$ cat src/rtl/fanout_pkg.sv
// Shared types and default sizes for the eager-fork controller.
package fanout_pkg;

  typedef enum logic [1:0] {
    S_UNCFG = 2'd0,
    S_IDLE  = 2'd1,
    S_PART  = 2'd2
  } fork_state_t;

  localparam int unsigned NUM_OUT_DEF = 6;
  localparam int unsigned DATA_W_DEF  = 17;
  localparam int unsigned CNT_W_DEF   = 16;

endpackage

$ cat src/rtl/fork_slot.sv
// One consumer lane of the eager fork: remembers whether this consumer already
// took the current token and presents its valid/take/complete terms.
module fork_slot (
  input  logic clk,
  input  logic reset,
  input  logic flush,
  input  logic run,
  input  logic in_valid,
  input  logic retire,
  input  logic en,
  input  logic ready,
  output logic valid,
  output logic take,
  output logic complete
);

  logic done_q;

  // Lane is satisfied once it took the token, takes it now, or is disabled.
  always_comb begin
    valid    = run & in_valid & en & ~done_q;
    take     = valid & ready;
    complete = done_q | take | ~en;
  end

  // Accept bit: cleared when the token retires or on flush, set on take.
  always_ff @(posedge clk or posedge reset) begin
    if (reset) begin
      done_q <= 1'b0;
    end else if (flush || retire) begin
      done_q <= 1'b0;
    end else if (in_valid) begin
      done_q <= done_q | take;
    end
  end

endmodule

$ cat src/rtl/fanout_fork_ctrl.sv
// Registered eager-fork controller: one producer broadcast to NUM_OUT consumers,
// each consumer accepting independently so a slow one never stalls the others.
module fanout_fork_ctrl
  import fanout_pkg::*;
#(
  parameter int unsigned NUM_OUT = NUM_OUT_DEF,
  parameter int unsigned DATA_W  = DATA_W_DEF,
  parameter int unsigned CNT_W   = CNT_W_DEF
) (
  input  logic               clk,
  input  logic               reset,
  input  logic               flush,
  input  logic               cfg_we,
  input  logic [NUM_OUT-1:0] cfg_mask,
  output logic               cfg_err,
  input  logic               in_valid,
  input  logic [DATA_W-1:0]  in_data,
  output logic               in_ready,
  output logic [NUM_OUT-1:0] out_valid,
  output logic [DATA_W-1:0]  out_data,
  input  logic [NUM_OUT-1:0] out_ready,
  output logic [CNT_W-1:0]   tok_cnt
);

  fork_state_t        state_q, state_d;
  logic [NUM_OUT-1:0] mask_q, mask_d;
  logic [NUM_OUT-1:0] take;
  logic [NUM_OUT-1:0] complete_vec;
  logic               run, complete, retire, cfg_err_d;

  for (genvar i = 0; i < NUM_OUT; i++) begin : g_slot
    fork_slot u_slot (
      .clk      (clk),
      .reset    (reset),
      .flush    (flush),
      .run      (run),
      .in_valid (in_valid),
      .retire   (retire),
      .en       (mask_q[i]),
      .ready    (out_ready[i]),
      .valid    (out_valid[i]),
      .take     (take[i]),
      .complete (complete_vec[i])
    );
  end

  // Join of all lanes; in_ready may be high with no token offered.
  always_comb begin
    run      = (state_q != S_UNCFG);
    complete = &complete_vec;
    in_ready = run & complete;
    retire   = in_valid & in_ready;
    out_data = in_data;
  end

  // Next-state: config acceptance, partial-delivery tracking, flush priority.
  always_comb begin
    state_d   = state_q;
    mask_d    = mask_q;
    cfg_err_d = 1'b0;
    if (flush) begin
      state_d = run ? S_IDLE : S_UNCFG;
    end else begin
      case (state_q)
        S_UNCFG: begin
          if (cfg_we) begin
            mask_d  = cfg_mask;
            state_d = S_IDLE;
          end
        end
        S_IDLE: begin
          if (cfg_we) mask_d = cfg_mask;
          if (in_valid && !complete && (|take)) state_d = S_PART;
        end
        S_PART: begin
          // Changing the mask under a half-delivered token would corrupt it.
          if (cfg_we) cfg_err_d = 1'b1;
          if (in_valid && complete) state_d = S_IDLE;
        end
        default: state_d = S_UNCFG;
      endcase
    end
  end

  // State, mask, error pulse and completed-token counter.
  always_ff @(posedge clk or posedge reset) begin
    if (reset) begin
      state_q <= S_UNCFG;
      mask_q  <= '0;
      cfg_err <= 1'b0;
      tok_cnt <= '0;
    end else begin
      state_q <= state_d;
      mask_q  <= mask_d;
      cfg_err <= cfg_err_d;
      if (retire && !flush) tok_cnt <= tok_cnt + CNT_W'(1);
    end
  end

endmodule
$ cat config.mk
export PLATFORM = sky130hd
export DESIGN_NAME = fanout_fork_ctrl
export DESIGN_NICKNAME = d
export VERILOG_FILES = /design/src/rtl/fanout_pkg.sv /design/src/rtl/fork_slot.sv /design/src/rtl/fanout_fork_ctrl.sv
export SDC_FILE = /design/constraint.sdc
export NUM_CORES = 1
export LEC_CHECK = 0
export BUFFER_PORTS_ARGS = -buffer_cell sky130_fd_sc_hd__clkbuf_2
export CELL_PAD_IN_SITES_DETAIL_PLACEMENT = 2
export CELL_PAD_IN_SITES_GLOBAL_PLACEMENT = 2
export CORE_MARGIN = 8
export CORE_UTILIZATION = 25
export DETAILED_ROUTE_END_ITERATION = 8
export HOLD_SLACK_MARGIN = 0.12
export PLACE_DENSITY = 0.83
export SETUP_SLACK_MARGIN = 0.15
export SLEW_MARGIN = 20
export SYNTH_ARGS = -nofsm -noshare
export SYNTH_HDL_FRONTEND = slang
export SYNTH_HIERARCHICAL = 1
export SYNTH_SLANG_ARGS = --single-unit
$ cat constraint.sdc
create_clock -name clk -period 2.6 [get_ports clk]
set_clock_uncertainty 0.05 [all_clocks]
set_input_delay 0.39 -clock clk [delete_from_list [all_inputs] [get_ports clk]]
set_output_delay 0.39 -clock clk [all_outputs]
set_load 0.05 [all_outputs]
==> out/metrics.yaml <==
power.ir.vdd_worst_mv: 0.189
clock_sink_count: 31
finalWorstPathRequiredPeriod_ps: 2350
placedInstanceArea_um2: 2000
synth_top_area_cell: "dfrtp_1"
achievable-frequency_mhz: 425
route.detailed.wl_per_inst_um: 17.9
diodes: 0
tightestPinTransition_ps: 490
vias: 1449
netlist_top_cells_area: "dfrtp_1 44%, buf_4 7.7%, xnor2_1 7.0%"
count_of_mapped_cells_out_of_synthesis: 176
grt_antenna_before_repair: 0
cp.required_ps: 2160
rsz0062_at_grt: "no"
floorplan.core_area_um2: 6790
ioPinCount: 75
pre_cts_ws_ps: 112
syn-mean-instance-area_um2: 9.97
die_w_um: 99.8
fp.dieArea_um2: 9960
clkTransAtPathRegs_ps: 70
grt_start_max_net_pins: 26
finalMaxSlewViolations: 0
layout_setup_ws_ps: 248
netlist-cell-type-count: 27
clkLatencyLatePin_ps: 280
grt_first_pass_wirelength_um: 8710
gp_routability_congestion: 0.751
final_cell_area_um2: 2170
critical_path_arrival_ps: 1910
type_of_the_most_critical_hold_path: "in -> reg"
synth_top_area_share_pct: 44.2
worst_setup_path_start_kind: "register"
critPathKind: "reg -> out"
routed_via_density: 4.61
yosysMostFrequentCell: "dfrtp_1"
count_of_flip_flops_with_a_built_in_enable_after_synthesis: 0
detailedRoute.firstPassIterationCount: 4
ys_ff_latch: 31
route.antenna.remaining_nets: 0
groute.usage.overall_pct: 11.1
routed_wl_um: 5620
synth_warnings: 6
postSynthNetCount: 211
critPathMaxFanout: 8
tritoncts.num_buffers: 5
period_share_pct: 90.5
route.detailed.drc: 0
final_nets: 252
powerDensity_nw_per_um2: 818
height_of_the_chip_um: 99.8
timing.final.hold_violations: 0
numPortBuffers: 40
portion_of_the_post_synthesis_area_used_by_sequential_elements_pct: 44.2
place.detailed.hpwl_um: 3880
initial_core_util_pct: 25.8
area.growth.synth_to_final_pct: 23.7
clk_root_buffer_cell: "clkbuf_8"
finalNonFillerCells: 314
timing.final.setup_violations: 0
totalNegativeSetupSlack_ps: 0
h_tree_levels: 2
post_synthesis_async_set_or_reset_flop_share_pct: 100
synth.cell_area_um2: 1760
run_status: "completed"
hold-worst-slack_ps: 286
overflow: 0
cts_tree: "done"
cts_max_path_buffers: 2
slew-limit-headroom_pct: 67.2
p_leak_uw: 0.00103
ys_dominant_reg_cell: "dfrtp_1"
critical_path_end_type: "primary output"
drive_gt1_share_pct: 37.2
synth_top_cells_by_count: "31 x dfrtp_1, 19 x nor2_1, 18 x buf_4"
dp.cells: 301
placement_rows: 30
number_of_global_route_vias_before_repair: 1625
max_cap_violations: 0
drt_iter0_drc: 28
power breakdown:
group / internal [uW] / total (uW) / switching [uW] / leakage [uW]
Clock: 310 / 503 / 192 / 0.0000612
Combinational: 215 / 650 / 435 / 0.000558
Sequential: 548 / 623 / 75.8 / 0.000408
Total: 1070 / 1780 / 703 / 0.00103
area by class of cell:
cell class / count / area, um2
clock buffer: 6 / 82.6
clock inverter: 2 / 35.0
fill: 781 / 4620
inverter: 9 / 33.8
multi-input combinational: 118 / 826
sequential: 31 / 778
tap: 96 / 120
timing repair buffer: 52 / 295
cell usage in the layout (no fill, tap or decap), types with 2 or more instances in the layout:
cell,instances
nand3_1,12
xnor2_1,14
inv_1,8
clkbuf_8,6
nor2_1,17
o21ai_0,2
buf_4,12
nor3_2,7
and2_1,3
and4_1,3
dfrtp_2,2
nand2b_1,14
clkbuf_2,39
nand2_1,12
a41oi_1,6
dfrtp_1,29
nand4_1,8
mux2_2,7
layer usage:
layer  share of wire (%)  routed length, um  GRT usage, %  vias up
met2                  52               2920          18.9       40
met5                   0                  0             0        -
met1                  40               2260          12.5      729
li1                    -                  -             -      672
met3                 5.8                327          3.25        8
met4                 2.0                112          5.01        0
path summary, 6_finish.rpt:
check                            start                 endpoint  slack [ps]  depth (start not counted)
hold / removal             cfg_mask[1]                mask_q[1]         290                          2
hold reg to reg            tok_cnt[15]              tok_cnt[15]         450                          1
max in group asynchronous        reset               state_q[0]        1480                          4
setup reg to reg            state_q[1]  g_slot[5].u_slot/done_q         350                         10
setup / recovery            state_q[1]                 in_ready         250                          8
min in group asynchronous        reset  g_slot[0].u_slot/done_q         510                          3
worst max-delay path, cell delays in order (launching register included):
cell and delay [ps]:
dfrtp_2 430, nor2_4 50, inv_2 130, buf_4 180, nand3_1 100, nand2b_1 110, nand2_1 160, nor3_2 220
buf_4 230
stage by stage:
step | util (%) | total power [uW]
after floorplan | - | 1100
after global placement | 29.4 | 1200
after detailed placement | 29.4 | 1230
after CTS | 31.5 | 1760
after global routing | 32.0 | 1880
final | 32.0 | 1780
what timing repair did:
item	4_1_cts	5_1_grt
resized for setup	4	3
setup endpoints to repair	11	15
pin swaps	0	2
cloned	0	0
endpoints found under the hold margin	6	0
setup buffers	0	4
hold buffers	1	0
flip-flops by register name, indices dropped and copies added (netlist names):
name,cells
cfg_err,1
g_slot.u_slot/done_q,6
tok_cnt,16
state_q,2
mask_q,6
logic make-up (layout without fill, tap and decap cells):
logic type / after synthesis / after routing / synth area share, %
DFF: 31 / 31 / 44.2
muxes: 7 / 7 / 4.49
xor gates and xnor gates: 15 / 15 / 7.48
AOI/OAI and AO/OA: 12 / 12 / 5.63
adders and majority gates: 1 / 1 / 0.713
and+or+nand+nor: 83 / 83 / 27.9
buffers and inverters: 27 / 69 / 9.62
No activity file was read; power rests on OpenSTA's default activity.
